`config.mk`:
```
export PLATFORM = sky130hd
export DESIGN_NAME = pipe_control_unit
export DESIGN_NICKNAME = d
export VERILOG_FILES = /design/src/rtl/pipe_ctrl_pkg.sv /design/src/rtl/pipe_control_unit_ctrl_decode.sv /design/src/rtl/pipe_control_unit.sv
export SDC_FILE = /design/constraint.sdc
export NUM_CORES = 1
export LEC_CHECK = 0
export BUFFER_PORTS_ARGS = -buffer_cell sky130_fd_sc_hd__buf_2
export CAP_MARGIN = 25
export CORE_MARGIN = 2
export CORE_UTILIZATION = 43
export DETAILED_ROUTE_END_ITERATION = 16
export PLACE_DENSITY = 0.84
export SYNTH_ARGS = -nofsm -noshare
export SYNTH_HDL_FRONTEND = slang
export SYNTH_SLANG_ARGS = --single-unit
```
`constraint.sdc`:
```
create_clock -name CLOCK -period 2.1 [get_ports CLOCK]
set_clock_uncertainty 0.2 [all_clocks]
set_input_delay 0.21 -clock CLOCK [delete_from_list [all_inputs] [get_ports CLOCK]]
set_output_delay 0.21 -clock CLOCK [all_outputs]
set_load 0.01 [all_outputs]
```
`src/rtl/pipe_ctrl_pkg.sv`:
```
// Shared definitions for the pipelined LEGv8 control unit: opcodes, ALUOP codes,
// and the control bundles carried through the ID/EX, EX/MEM and MEM/WB registers.
package pipe_ctrl_pkg;

   localparam int OPC_W = 11;
   localparam int RA_W  = 5;
   localparam int AOP_W = 2;

   localparam logic [RA_W-1:0] XZR = 5'd31;

   localparam logic [AOP_W-1:0] ALUOP_MEM   = 2'b00;
   localparam logic [AOP_W-1:0] ALUOP_CBZ   = 2'b01;
   localparam logic [AOP_W-1:0] ALUOP_RTYPE = 2'b10;

   localparam logic [OPC_W-1:0] OP_LDUR = 11'b111_1100_0010;
   localparam logic [OPC_W-1:0] OP_STUR = 11'b111_1100_0000;
   localparam logic [OPC_W-1:0] OP_ADD  = 11'b100_0101_1000;
   localparam logic [OPC_W-1:0] OP_SUB  = 11'b110_0101_1000;
   localparam logic [OPC_W-1:0] OP_AND  = 11'b100_0101_0000;
   localparam logic [OPC_W-1:0] OP_ORR  = 11'b101_0101_0000;
   localparam logic [OPC_W-1:0] OP_LSL  = 11'b110_1001_1011;
   localparam logic [OPC_W-1:0] OP_LSR  = 11'b110_1001_1010;
   // CBZ and B carry address bits in the low opcode bits, so only a prefix is decoded
   localparam logic [7:0]       OP_CBZ_PFX = 8'b1011_0100;
   localparam logic [5:0]       OP_B_PFX   = 6'b00_0101;

   typedef struct packed {
      logic             reg2loc;
      logic             alusrc;
      logic [AOP_W-1:0] aluop;
      logic             memread;
      logic             memwrite;
      logic             branch;
      logic             uncon_branch;
      logic             regwrite;
      logic             memtoreg;
   } ctrl_t;

   typedef struct packed {
      logic memread;
      logic memwrite;
      logic branch;
      logic uncon_branch;
      logic regwrite;
      logic memtoreg;
   } mem_ctrl_t;

   typedef struct packed {
      logic regwrite;
      logic memtoreg;
   } wb_ctrl_t;

   localparam ctrl_t CTRL_NOP = '0;

   function automatic mem_ctrl_t to_mem(input ctrl_t c);
      mem_ctrl_t m;
      m.memread      = c.memread;
      m.memwrite     = c.memwrite;
      m.branch       = c.branch;
      m.uncon_branch = c.uncon_branch;
      m.regwrite     = c.regwrite;
      m.memtoreg     = c.memtoreg;
      return m;
   endfunction

   function automatic wb_ctrl_t to_wb(input mem_ctrl_t m);
      wb_ctrl_t w;
      w.regwrite = m.regwrite;
      w.memtoreg = m.memtoreg;
      return w;
   endfunction

endpackage

```
`src/rtl/pipe_control_unit_ctrl_decode.sv`:
```
// Combinational ID-stage decoder: opcode to control bundle, illegal flag and
// which register fields the instruction reads (for load-use detection).
module ctrl_decode
   import pipe_ctrl_pkg::*;
(
   input  logic [OPC_W-1:0] opcode,
   input  logic             valid,
   output ctrl_t            ctrl,
   output logic             illegal,
   output logic             use_rn,
   output logic             use_rm,
   output logic             use_rt
);

   always_comb begin
      ctrl    = CTRL_NOP;
      illegal = 1'b0;
      use_rn  = 1'b0;
      use_rm  = 1'b0;
      use_rt  = 1'b0;
      if (valid) begin
         use_rn = 1'b1;
         if (opcode[10:3] == OP_CBZ_PFX) begin
            ctrl.reg2loc = 1'b1;
            ctrl.branch  = 1'b1;
            ctrl.aluop   = ALUOP_CBZ;
            use_rt       = 1'b1;
         end else if (opcode[10:5] == OP_B_PFX) begin
            ctrl.uncon_branch = 1'b1;
            use_rn            = 1'b0;
         end else begin
            case (opcode)
               OP_LDUR: begin
                  ctrl.alusrc   = 1'b1;
                  ctrl.memtoreg = 1'b1;
                  ctrl.regwrite = 1'b1;
                  ctrl.memread  = 1'b1;
                  ctrl.aluop    = ALUOP_MEM;
               end
               OP_STUR: begin
                  ctrl.reg2loc  = 1'b1;
                  ctrl.alusrc   = 1'b1;
                  ctrl.memwrite = 1'b1;
                  ctrl.aluop    = ALUOP_MEM;
                  use_rt        = 1'b1;
               end
               OP_ADD, OP_SUB, OP_AND, OP_ORR: begin
                  ctrl.regwrite = 1'b1;
                  ctrl.aluop    = ALUOP_RTYPE;
                  use_rm        = 1'b1;
               end
               // shifts take shamt in place of Rm
               OP_LSL, OP_LSR: begin
                  ctrl.regwrite = 1'b1;
                  ctrl.aluop    = ALUOP_RTYPE;
                  ctrl.alusrc   = 1'b1;
               end
               default: begin
                  illegal = 1'b1;
                  use_rn  = 1'b0;
               end
            endcase
         end
      end
   end

endmodule

```
`src/rtl/pipe_control_unit.sv`:
```
// Pipelined control unit: decode, ID/EX/MEM/WB control registers, load-use stall
// and taken-branch flush. Define PIPE_PERF_COUNTERS_EN to add stall/flush/retire counters.
module pipe_control_unit
   import pipe_ctrl_pkg::*;
#(
   parameter int OPCODE_W = 11,
   parameter int REG_W    = 5,
   parameter int ALUOP_W  = 2
`ifdef PIPE_PERF_COUNTERS_EN
   ,
   parameter int CNT_W    = 32
`endif
) (
   input  logic                CLOCK,
   input  logic                RESET,
   input  logic [31:0]         if_id_instr,
   input  logic                if_id_valid,
   input  logic                branch_taken,
   output logic                stall,
   output logic                flush_if_id,
   output logic                illegal_op,
   output logic                ex_alusrc,
   output logic [ALUOP_W-1:0]  ex_aluop,
   output logic [OPCODE_W-1:0] ex_opcode,
   output logic                ex_reg2loc,
   output logic                mem_memread,
   output logic                mem_memwrite,
   output logic                mem_branch,
   output logic                mem_uncon_branch,
   output logic                wb_regwrite,
   output logic                wb_memtoreg,
   output logic [REG_W-1:0]    wb_rd
`ifdef PIPE_PERF_COUNTERS_EN
   ,
   output logic [CNT_W-1:0]    cnt_stall,
   output logic [CNT_W-1:0]    cnt_flush,
   output logic [CNT_W-1:0]    cnt_retired
`endif
);

   logic [OPC_W-1:0] id_opcode;
   logic [RA_W-1:0]  id_rn, id_rm, id_rt;
   ctrl_t            id_ctrl_raw, id_ctrl;
   logic             use_rn, use_rm, use_rt;
   logic             hazard;
   logic             unused_shamt;

   ctrl_t            idex_ctrl_q, idex_ctrl_d;
   logic [OPC_W-1:0] idex_op_q, idex_op_d;
   logic [RA_W-1:0]  idex_rd_q, idex_rd_d;
   mem_ctrl_t        exmem_ctrl_q, exmem_ctrl_d;
   logic [RA_W-1:0]  exmem_rd_q, exmem_rd_d;
   wb_ctrl_t         memwb_ctrl_q, memwb_ctrl_d;
   logic [RA_W-1:0]  memwb_rd_q, memwb_rd_d;

   assign id_opcode    = if_id_instr[31:21];
   assign id_rm        = if_id_instr[20:16];
   assign id_rn        = if_id_instr[9:5];
   assign id_rt        = if_id_instr[4:0];
   assign unused_shamt = ^if_id_instr[15:10];

   ctrl_decode u_ctrl_decode (
      .opcode  (id_opcode),
      .valid   (if_id_valid),
      .ctrl    (id_ctrl_raw),
      .illegal (illegal_op),
      .use_rn  (use_rn),
      .use_rm  (use_rm),
      .use_rt  (use_rt)
   );

   // writes to XZR are discarded
   always_comb begin
      id_ctrl = id_ctrl_raw;
      if (id_rt == XZR) id_ctrl.regwrite = 1'b0;
   end

   assign hazard = idex_ctrl_q.memread && (idex_rd_q != XZR) &&
                   ((use_rn && (id_rn == idex_rd_q)) ||
                    (use_rm && (id_rm == idex_rd_q)) ||
                    (use_rt && (id_rt == idex_rd_q)));

   assign stall       = hazard && !branch_taken;
   assign flush_if_id = branch_taken;

   always_comb begin
      idex_ctrl_d  = id_ctrl;
      idex_op_d    = if_id_valid ? id_opcode : '0;
      idex_rd_d    = if_id_valid ? id_rt : '0;
      exmem_ctrl_d = to_mem(idex_ctrl_q);
      exmem_rd_d   = idex_rd_q;
      memwb_ctrl_d = to_wb(exmem_ctrl_q);
      memwb_rd_d   = exmem_rd_q;
      if (branch_taken) begin
         idex_ctrl_d  = CTRL_NOP;
         idex_op_d    = '0;
         idex_rd_d    = '0;
         exmem_ctrl_d = '0;
         exmem_rd_d   = '0;
      end else if (hazard) begin
         idex_ctrl_d = CTRL_NOP;
         idex_op_d   = '0;
         idex_rd_d   = '0;
      end
   end

   always_ff @(posedge CLOCK) begin
      if (RESET) begin
         idex_ctrl_q  <= CTRL_NOP;
         idex_op_q    <= '0;
         idex_rd_q    <= '0;
         exmem_ctrl_q <= '0;
         exmem_rd_q   <= '0;
         memwb_ctrl_q <= '0;
         memwb_rd_q   <= '0;
      end else begin
         idex_ctrl_q  <= idex_ctrl_d;
         idex_op_q    <= idex_op_d;
         idex_rd_q    <= idex_rd_d;
         exmem_ctrl_q <= exmem_ctrl_d;
         exmem_rd_q   <= exmem_rd_d;
         memwb_ctrl_q <= memwb_ctrl_d;
         memwb_rd_q   <= memwb_rd_d;
      end
   end

   assign ex_alusrc        = idex_ctrl_q.alusrc;
   assign ex_aluop         = idex_ctrl_q.aluop;
   assign ex_opcode        = idex_op_q;
   assign ex_reg2loc       = idex_ctrl_q.reg2loc;
   assign mem_memread      = exmem_ctrl_q.memread;
   assign mem_memwrite     = exmem_ctrl_q.memwrite;
   assign mem_branch       = exmem_ctrl_q.branch;
   assign mem_uncon_branch = exmem_ctrl_q.uncon_branch;
   assign wb_regwrite      = memwb_ctrl_q.regwrite;
   assign wb_memtoreg      = memwb_ctrl_q.memtoreg;
   assign wb_rd            = memwb_rd_q;

`ifdef PIPE_PERF_COUNTERS_EN
   logic [CNT_W-1:0] cnt_stall_q, cnt_stall_d;
   logic [CNT_W-1:0] cnt_flush_q, cnt_flush_d;
   logic [CNT_W-1:0] cnt_retired_q, cnt_retired_d;

   always_comb begin
      cnt_stall_d   = cnt_stall_q + CNT_W'(stall);
      cnt_flush_d   = cnt_flush_q + CNT_W'(branch_taken);
      cnt_retired_d = cnt_retired_q + CNT_W'(memwb_ctrl_q != '0);
   end

   always_ff @(posedge CLOCK) begin
      if (RESET) begin
         cnt_stall_q   <= '0;
         cnt_flush_q   <= '0;
         cnt_retired_q <= '0;
      end else begin
         cnt_stall_q   <= cnt_stall_d;
         cnt_flush_q   <= cnt_flush_d;
         cnt_retired_q <= cnt_retired_d;
      end
   end

   assign cnt_stall   = cnt_stall_q;
   assign cnt_flush   = cnt_flush_q;
   assign cnt_retired = cnt_retired_q;
`endif

endmodule

```
Word-level counts from Yosys, hierarchy flattened --
Index checks and enable logic that the tools add are counted.
Word-level totals: output and inout port bits 29, bits in registers 42, word-level logic and storage cells 80, bits of input ports 36
Cells by class: reduce and logical (&&, ||, !) cells 19, equal/unequal tests 15, multiplexer cells 25, bitwise logic cells 1
Operators by type and width (count):
- 11-bit == test (second input constant) | 8
- 1-bit two-way mux | 23
- 5-bit == test | 3
- 7-bit OR reduction | 2
- 4-bit OR reduction | 3
- 6-bit OR reduction | 2
- 8-bit == test (second input constant) | 1
- 8-bit OR reduction | 1
- 6-bit by 3-bit == test with 1-bit output (second input constant) | 1
- 1-bit logical AND | 6
- 6-bit two-way mux | 1
- 5-bit == test (second input constant) | 1
- 5-bit inequality test (second input constant) | 1
- 5-bit OR reduction | 1
- 1-bit logical OR | 2
- 2-bit two-way mux | 1
- 2-bit OR reduction | 1
- 1-bit zero test | 1
- 1-bit NOT | 1

Depth between registers and ports, before layout --
Gate-level depths: netlist (run 1).
depth in word-level cells 11, mapped depth 6, mapped depth without buffers 5

By module --
Synthesis (run 1) repeated with hierarchy kept, for this count alone.
Second synthesis, totals: cells, all modules 227, area, all modules 2104.5 um^2
Modules (own cells, without submodules):
- pipe_control_unit | area an instance 1855.5 um^2, instances 1, sequential area each 880.8 um^2, cells each 188
- ctrl_decode | area an instance 249.0 um^2, instances 1, sequential area each 0.0 um^2, cells each 39

Worst setup path after synthesis (run 1) --
OpenSTA, ideal clock, no wires.
kind input to output, from input if_id_instr[24], to output stall, stages on the path 4, arrival 1781 ps, data required time 1690 ps, path slack -91 ps, buffers on the path 0, cell sequence mux2_2 -> or4_1 -> or3_4 -> a311oi_1
Between the ends: longest elaborated chain between the ends 11, elaborated cells between the ends (all ways) 30, classes of those cells eq/ne: 9; mux: 12; reduce/logical: 9
Ends and longest elaborated chain:
- start, declared | line pipe_control_unit.sv:16 | input logic [31:0] if_id_instr,
- 11-bit == test | line pipe_control_unit_ctrl_decode.sv:32 | case (opcode)
- 8-bit OR reduction (no source line) or 4-bit OR reduction (tied branches)
- 1-bit two-way mux | line pipe_control_unit_ctrl_decode.sv:32
- 1-bit two-way mux | line pipe_control_unit_ctrl_decode.sv:28 | end else if (opcode[10:5] == OP_B_PFX) begin
- 1-bit two-way mux | line pipe_control_unit_ctrl_decode.sv:23 | if (opcode[10:3] == OP_CBZ_PFX) begin
- 1-bit two-way mux | line pipe_control_unit_ctrl_decode.sv:21 | if (valid) begin
- 1-bit logical AND, on equally long branches | line pipe_control_unit.sv:79, pipe_control_unit.sv:80
- 1-bit logical OR | line pipe_control_unit.sv:79 | ((use_rn && (id_rn == idex_rd_q)) ||
- 1-bit logical OR * | line pipe_control_unit.sv:80 | (use_rm && (id_rm == idex_rd_q)) ||
- 1-bit logical AND * | line pipe_control_unit.sv:78 | assign hazard = idex_ctrl_q.memread && (idex_rd_q != XZR) &&
- 1-bit logical AND * | line pipe_control_unit.sv:83 | assign stall = hazard && !branch_taken;
- end, declared | line pipe_control_unit.sv:19 | output logic stall,
Mark *: on every way between the ends. The rest lies on a longest branch, timed or not.

Worst setup path in the final report (run 1) --
Same ends and word-level chain as after synthesis.

==> results of run 1 <==
-- flip-flops by register name (all words and copies together) (netlist names), 2 cells and up --
signal and cells:
idex_rd_q 5, exmem_rd_q 5, wb_rd 5, ex_opcode 11, exmem_ctrl_q 2, ex_aluop 2, idex_ctrl_q 4
-- through the flow --
step,power (mW),worst slack (ns),hold slack [ns],instances,instance area (um2)
after global placement,0.9385,-0.2721,0.2102,272,2148
after floorplan,0.8659,0.005724,0.08161,151,1663
final,1.543,-0.1429,0.005492,286,2425
after CTS,1.551,-0.1612,0.002499,286,2366
after detailed placement,0.9405,-0.3147,0.2105,272,2148
after global routing,1.595,-0.1605,-0.002867,286,2425
-- synthesized netlist by cell type --
| cell | number | area [um2] |
|---|---|---|
| nor2_1 | 3 | 11.26 |
| nor3_1 | 1 | 5.000 |
| nor4bb_1 | 2 | 20.02 |
| nor4b_2 | 1 | 15.01 |
| xnor2_1 | 11 | 96.34 |
| o31a_2 | 1 | 10.01 |
| a21boi_2 | 1 | 11.26 |
| nor2b_1 | 7 | 43.79 |
| o21ai_0 | 1 | 5.000 |
| and2_1 | 11 | 68.82 |
| and4b_2 | 1 | 11.26 |
| nand2_1 | 6 | 22.52 |
| nand3_1 | 4 | 20.02 |
| a31oi_1 | 1 | 6.260 |
| a21oi_4 | 1 | 16.27 |
| or4_1 | 1 | 7.510 |
| xor2_1 | 4 | 35.03 |
| o221ai_1 | 1 | 8.760 |
| buf_4 | 3 | 22.52 |
| and4bb_2 | 1 | 12.51 |
| nor3b_1 | 2 | 15.01 |
| o31ai_1 | 2 | 15.01 |
| or4b_2 | 2 | 20.02 |
| a311oi_1 | 1 | 8.760 |
| buf_6 | 3 | 33.78 |
| buf_2 | 1 | 5.000 |
| nand4_1 | 2 | 12.51 |
| nor4b_1 | 17 | 148.9 |
| nand2b_1 | 2 | 12.51 |
| dlygate4sd1_1 | 1 | 8.760 |
| dfxtp_1 | 41 | 820.8 |
| and3_1 | 2 | 12.51 |
| and3_2 | 1 | 7.510 |
| nor3_2 | 1 | 10.01 |
| nand4b_1 | 1 | 8.760 |
| clkbuf_1 | 2 | 7.510 |
| or3_4 | 1 | 11.26 |
| nor4_1 | 6 | 37.54 |
| mux2_2 | 1 | 11.26 |
-- how the worst max path moves through the flow --
stage | from | end | slack, ns | depth (start not counted)
5_1_grt | idex_rd_q[4]$_SDFF_PP0_ | stall | -0.16 | 5
3_5_place_dp | if_id_instr[25] | ex_aluop[1]$_SDFF_PP0_ | -0.31 | 8
3_3_place_gp | if_id_instr[25] | ex_opcode[7]$_SDFF_PP0_ | -0.27 | 8
6_report | if_id_instr[24] | stall | -0.14 | 8
2_1_floorplan | if_id_instr[24] | stall | 0.006 | 4
4_1_cts | if_id_instr[24] | stall | -0.16 | 6
-- cells by family after synthesis --
group / synth area share (%)
multiplexers: 0.6797
XOR/XNOR: 7.930
AND/OR/NAND/NOR: 32.25
flip-flops: 49.55
AO/OA/AOI/OAI: 4.909
buffers and inverters: 4.683
-- what timing repair did --
item	in CTS	in global routing
endpoints found under the hold margin	13	0
pin swaps	2	7
resized for setup	11	14
endpoints found under the setup margin	7	23
hold buffers	7	0
-- report_power, final --
part	leakage, nW	internal, mW	switching, mW
combinational	0.649	0.0865	0.0703
clock	0.0540	0.345	0.249
sequential	0.334	0.785	0.00679
total	1.04	1.22	0.326
-- layer usage --
metal | global-route usage, % | wire length [um] | vias up
met5 | 0 | 0 | -
met4 | 8.673 | 78 | 0
met2 | 32.07 | 1979 | 54
met1 | 21.10 | 1649 | 701
li1 | - | - | 715
met3 | 6.985 | 313 | 11
-- final cells by class --
type | count | area (um2)
tap | 48 | 60.06
sequential | 41 | 832.0
timing repair buffer | 90 | 589.3
clock buffer | 5 | 68.82
fill | 288 | 1264
multi-input combinational | 100 | 839.6
clock inverter | 2 | 35.03
==> flow_summary_export.csv, run 1 <==
group,metric,value,unit
run_status,status,"complete, but fails checks",
cells_and_area,area_growth,46.37,%
cells_and_area,drive_gt1_share,48.74,%
cts,htreeDepth,2,
timing,fin_crit_sh,106.8,%
cts,clk_latency,0.29,ns
setup_path,r2r_start,"idex_rd_q[4]$_SDFF_PP0_",
cts,cts_max_path_buffers,2,
routing,vias,1481,
setup_path,critical_path_buf_inv_count,3,
routing,drt_iter0_markers,46,
power_and_ir_drop,irDropWorstVdd,0.3529,mV
global_route,grt.overflow.total,0,
timing,fin_ws,-0.1429,ns
synthesis,synth_fp_nets,187,
timing,max_freq,0.4459,GHz
power_and_ir_drop,leakage,1.038,nW
placement,dpl.hpwl,2873,um
cells_and_area,final_cell_mix,"buf_2, dfxtp_1, buf_4",
cts,cts_tree,"built",
min_path,hold_path_class,"input pin to flop",
cells_and_area,antenna_cells,0,
synthesis,syn_avg_cell_area,10.97,um2
setup_path,cp.required,1.69,ns
min_path,min_path_cells,2,
setup_path,rr_worst_depth,7,
cells_and_area,final_common_cell,"buf_2",
synthesis,ys_seq_elements,41,
routing,drt_pass1_iterations,4,
setup_path,timing.rr.end,"ex_opcode[4]$_SDFF_PP0_",
routing,routedWlPerCell,14.06,um
timing,fin_tns_setup,-0.1429,ns
setup_path,r2r_slack,0.14,ns
setup_path,cp.arrival,1.83,ns
min_path,min-delay-start,"if_id_instr[3]",
global_route,grt_start_max_net_pins,13,
synthesis,yosysWarnings,0,
die,die_w,66.07,um
die,die_y,66.07,um
die,core_area,3689,um2
routing,routed_wl,4020,um
setup_path,cp-end-kind,"output pin",
global_route,grt_pass1_wl,6189,um
placement,routabilityCongestion,0.8865,
setup_path,cp_top_family,"compound AO/OA/AOI/OAI gates",
run_status,violations,"negative setup slack",
timing,min_period,2.243,ns
power_and_ir_drop,power_density,636.3,nW/um2
timing,hold_viol_final,0,
synthesis,synthCells,151,
die,row_count,22,
die,io_pins,65,
global_route,antenna_found_initial,0,
setup_path,cp_common_cell,"buf_6",
routing,via_per_inst,5.178,
die,start_util,44.91,%
setup_path,critPathSlowestCell,"or4_4",
timing,max_slew_margin,73.08,%
cts,post_cts_buffers,0,
synthesis,syn_area,1657,um2
setup_path,crit_type,"input pin to output pin",
cts,cts_root_buffer,"clkbuf_8",
timing,tightestPinTransition,0.4028,ns
global_route,grt_pass1_vias,1387,
die,fp.dieArea,4365,um2
placement,port_buffers,58,
synthesis,synth_seq_area_share,49.55,%
cells_and_area,postLayoutCoreUtil,65.74,%
min_path,min_to,"idex_rd_q[3]$_SDFF_PP0_",
setup_path,start_kind,"input pin",
routing,detail-route-antenna-nets,0,
setup_path,worst-path-max-fanout,2,
setup_path,cp_cell_sequence,"buf_6 -> mux2_4 -> or4_4 -> buf_6 -> a21boi_4 -> o31ai_2 -> a311oi_2 -> buf_2",
synthesis,synth.distinct_cells,39,
global_route,grtUsageTotal,18.95,%
timing,slew_violations,0,
timing,setup_violations,1,
timing,rsz0062_at_grt,"true",
setup_path,max_stage_delay,0.43,ns
cts,cts.reportedPaths.clkPinSlew,0.08,ns
cts,numCtsBuffers,5,
flow_run,maxCapViolCount,0,
cts,clock_sinks,41,
routing,drcViolationCount,0,
cells_and_area,finalNetCount,274,
Power figures use the tool's default switching activity.
==> run 2, diff against run 1 <==
--- a/config.mk
+++ b/config.mk
@@ -8,9 +8,11 @@
 export BUFFER_PORTS_ARGS = -buffer_cell sky130_fd_sc_hd__buf_2
 export CAP_MARGIN = 25
 export CORE_MARGIN = 2
-export CORE_UTILIZATION = 43
+export CORE_UTILIZATION = 45
+export CTS_BUF_LIST = sky130_fd_sc_hd__clkbuf_8
 export DETAILED_ROUTE_END_ITERATION = 16
-export PLACE_DENSITY = 0.84
+export MAX_ROUTING_LAYER = met4
+export PLACE_DENSITY = 0.87
 export SYNTH_ARGS = -nofsm -noshare
 export SYNTH_HDL_FRONTEND = slang
 export SYNTH_SLANG_ARGS = --single-unit
==> run 2 against run 1 <==
Compared with the run above: the run still ends with negative setup slack left; die area decreased by 4.2%; sequential power about the same; power decreased by 3.9%; combinational power decreased by 9.6%; first-iteration DRC count decreased by 2.2%; design area decreased by 5.1%; non-clock buffer count decreased by 5; critical path depth decreased by 2; largest cell class is now registers; global-route usage increased by 0.53 points; setup slack improved by 0.0092 ns; critical endpoint unchanged; routed wire length decreased by 8.1%; cell count decreased by 1.4%.
==> flow_summary_export.csv, run 2 (synthesized netlist as in run 1, its figures left out) <==
group,metric,value,unit
cts,clock_sinks,41,
cts,htreeDepth,2,
power_and_ir_drop,p_comb_share,9.5,%
timing,setup_violations,1,
run_status,status,"complete, but fails checks",
timing,fin_tns_setup,-0.1336,ns
die,core_area,3606,um2
setup_path,max_stage_delay,0.43,ns
power_and_ir_drop,power.switching,321.4,uW
power_and_ir_drop,p_sw_share,21.68,%
power_and_ir_drop,internal_power,1.161,mW
cells_and_area,drive_gt1_share,48.29,%
power_and_ir_drop,power,1.483,mW
die,start_util,45.94,%
setup_path,cp-end-kind,"output pin",
setup_path,cp.required,1.69,ns
routing,detail-route-antenna-nets,0,
die,row_count,22,
die,fp.dieArea,4183,um2
flow_run,maxCapViolCount,0,
timing,slew_violations,0,
cts,cts_max_path_buffers,2,
cells_and_area,final_cell_area,2301,um2
cells_and_area,finalNetCount,269,
global_route,grt_start_max_net_pins,24,
placement,placed_area,2101,um2
cts,clk_latency,0.29,ns
setup_path,critPathSlowestCell,"or4_4",
cts,cts_root_buffer,"clkbuf_8",
timing,rsz0062_at_grt,"true",
die,io_pins,65,
run_status,violations,"negative setup slack",
cells_and_area,final_common_cell,"buf_2",
timing,tightestPinTransition,0.3101,ns
placement,dpl.hpwl,2757,um
placement,routabilityCongestion,0.8605,
setup_path,critical_path_buf_inv_count,2,
global_route,grt_pass1_wl,5975,um
timing,max_freq,0.4477,GHz
die,die_w,64.68,um
timing,hold_viol_final,0,
cells_and_area,final_cell_mix,"buf_2, dfxtp_1, buf_4",
routing,via_per_inst,5.035,
routing,drt_pass1_iterations,4,
cells_and_area,largest_reg_flops,11,
die,die_y,64.68,um
cts,cts.reportedPaths.clkPinSlew,0.07,ns
timing,fin_crit_sh,106.4,%
cts,cts_tree,"built",
timing,fin_ws,-0.1336,ns
timing,whs,0.004035,ns
global_route,grtUsageTotal,19.48,%
power_and_ir_drop,seq_power_share,53.5,%
routing,routedWlPerCell,13.11,um
cts,numCtsBuffers,5,
setup_path,start_kind,"input pin",
min_path,hold_path_class,"input pin to flop",
power_and_ir_drop,power_density,644.4,nW/um2
placement,port_buffers,58,
setup_path,worst-path-max-fanout,2,
setup_path,crit_type,"input pin to output pin",
cells_and_area,fillerInstances,288,
power_and_ir_drop,p_clk_share,37.0,%
cells_and_area,antenna_cells,0,
timing,min_period,2.234,ns
global_route,grt.overflow.total,0,
routing,vias,1420,
setup_path,cp.arrival,1.82,ns
timing,max_slew_margin,79.28,%
global_route,antenna_found_initial,0,
routing,drcViolationCount,0,
power_and_ir_drop,leakage,0.9983,nW
setup_path,cp_top_family,"simple AND/OR/NAND/NOR gates",
setup_path,cp_cell_sequence,"buf_6 -> mux2_4 -> or4_4 -> or3_4 -> a311oi_2 -> buf_2",
global_route,grt_pass1_vias,1344,
routing,routed_wl,3696,um
cells_and_area,area_growth,38.90,%
power_and_ir_drop,irDropWorstVdd,0.4509,mV
routing,drt_iter0_markers,45,
## run 2: cell types whose count changed in the layout (fill, tap and decap cells not counted), moves of 2 or more
cell / before / now
buf_12: 2 / 0
dfxtp_2: 3 / 5
dfxtp_4: 2 / 0
clkbuf_8: 5 / 7
dlygate4sd3_1: 7 / 3
buf_4: 22 / 24
## run 2: cell type report
cell class / instances / area (um2) / share of cell area, %
Clock inverter: 1 / 5.005 / 0.2175
Multi-Input combinational cell: 100 / 799.5 / 34.75
Clock buffer: 7 / 96.34 / 4.187
Tap cell: 48 / 60.06 / 2.610
Sequential cell: 41 / 827.0 / 35.94
Timing Repair Buffer: 85 / 513.0 / 22.29
## run 2: path summary, 6_finish.rpt
kind                                 endpoint  slack [ns]  cells after the start                 startpoint
setup / recovery                        stall       -0.13                      6            if_id_instr[24]
hold / removal        idex_rd_q[2]$_SDFF_PP0_       0.004                      2             if_id_instr[2]
hold reg to reg   mem_uncon_branch$_SDFF_PP0_        0.22                      1  idex_ctrl_q[2]$_SDFF_PP0_
setup reg to reg        ex_reg2loc$_SDFF_PP0_        0.15                      7    idex_rd_q[1]$_SDFF_PP0_
## run 2: stage by stage
step	util (%)	setup slack [ns]	std cells
after floorplan	-	0.005724	151
after CTS	63.39	-0.1219	282
after global placement	58.26	-0.2810	269
final	63.81	-0.1336	282
after global routing	63.81	-0.1827	282
after detailed placement	58.26	-0.2883	269
## run 2: worst reg2reg max path, cell delays in order, from the launching register on
cell	delay (ns)
dfxtp_2	0.36
xnor2_1	0.20
nand3_1	0.10
or3_4	0.40
buf_4	0.16
a21oi_4	0.17
buf_4	0.18
nor4_1	0.07
## run 2: timing repair
| action | 4_1_cts | 5_1_grt |
|---|---|---|
| hold endpoints to repair | 9 | 0 |
| setup buffers | 2 | 0 |
| setup endpoints to repair | 1 | 2 |
| hold buffers | 3 | 0 |
| pin swaps | 4 | 1 |
| resized for setup | 11 | 5 |
## run 2: power by group through the flow
stage	Sequential, mW	Clock (mW)	Combinational, mW
final	0.793	0.548	0.142
after floorplan	0.813	0	0.0526
after global placement	0.811	0	0.125
after detailed placement	0.811	0	0.127
after global routing	0.794	0.597	0.153
after CTS	0.793	0.559	0.139
## run 2: routing by layer
layer / vias up / share of wire [%] / global-route usage, %
met2: 43 / 49 / 32.94
met5: - / 0 / -
met4: 0 / 1.8 / 7.979
met1: 658 / 43 / 21.13
met3: 5 / 6.2 / 6.424
li1: 714 / - / -
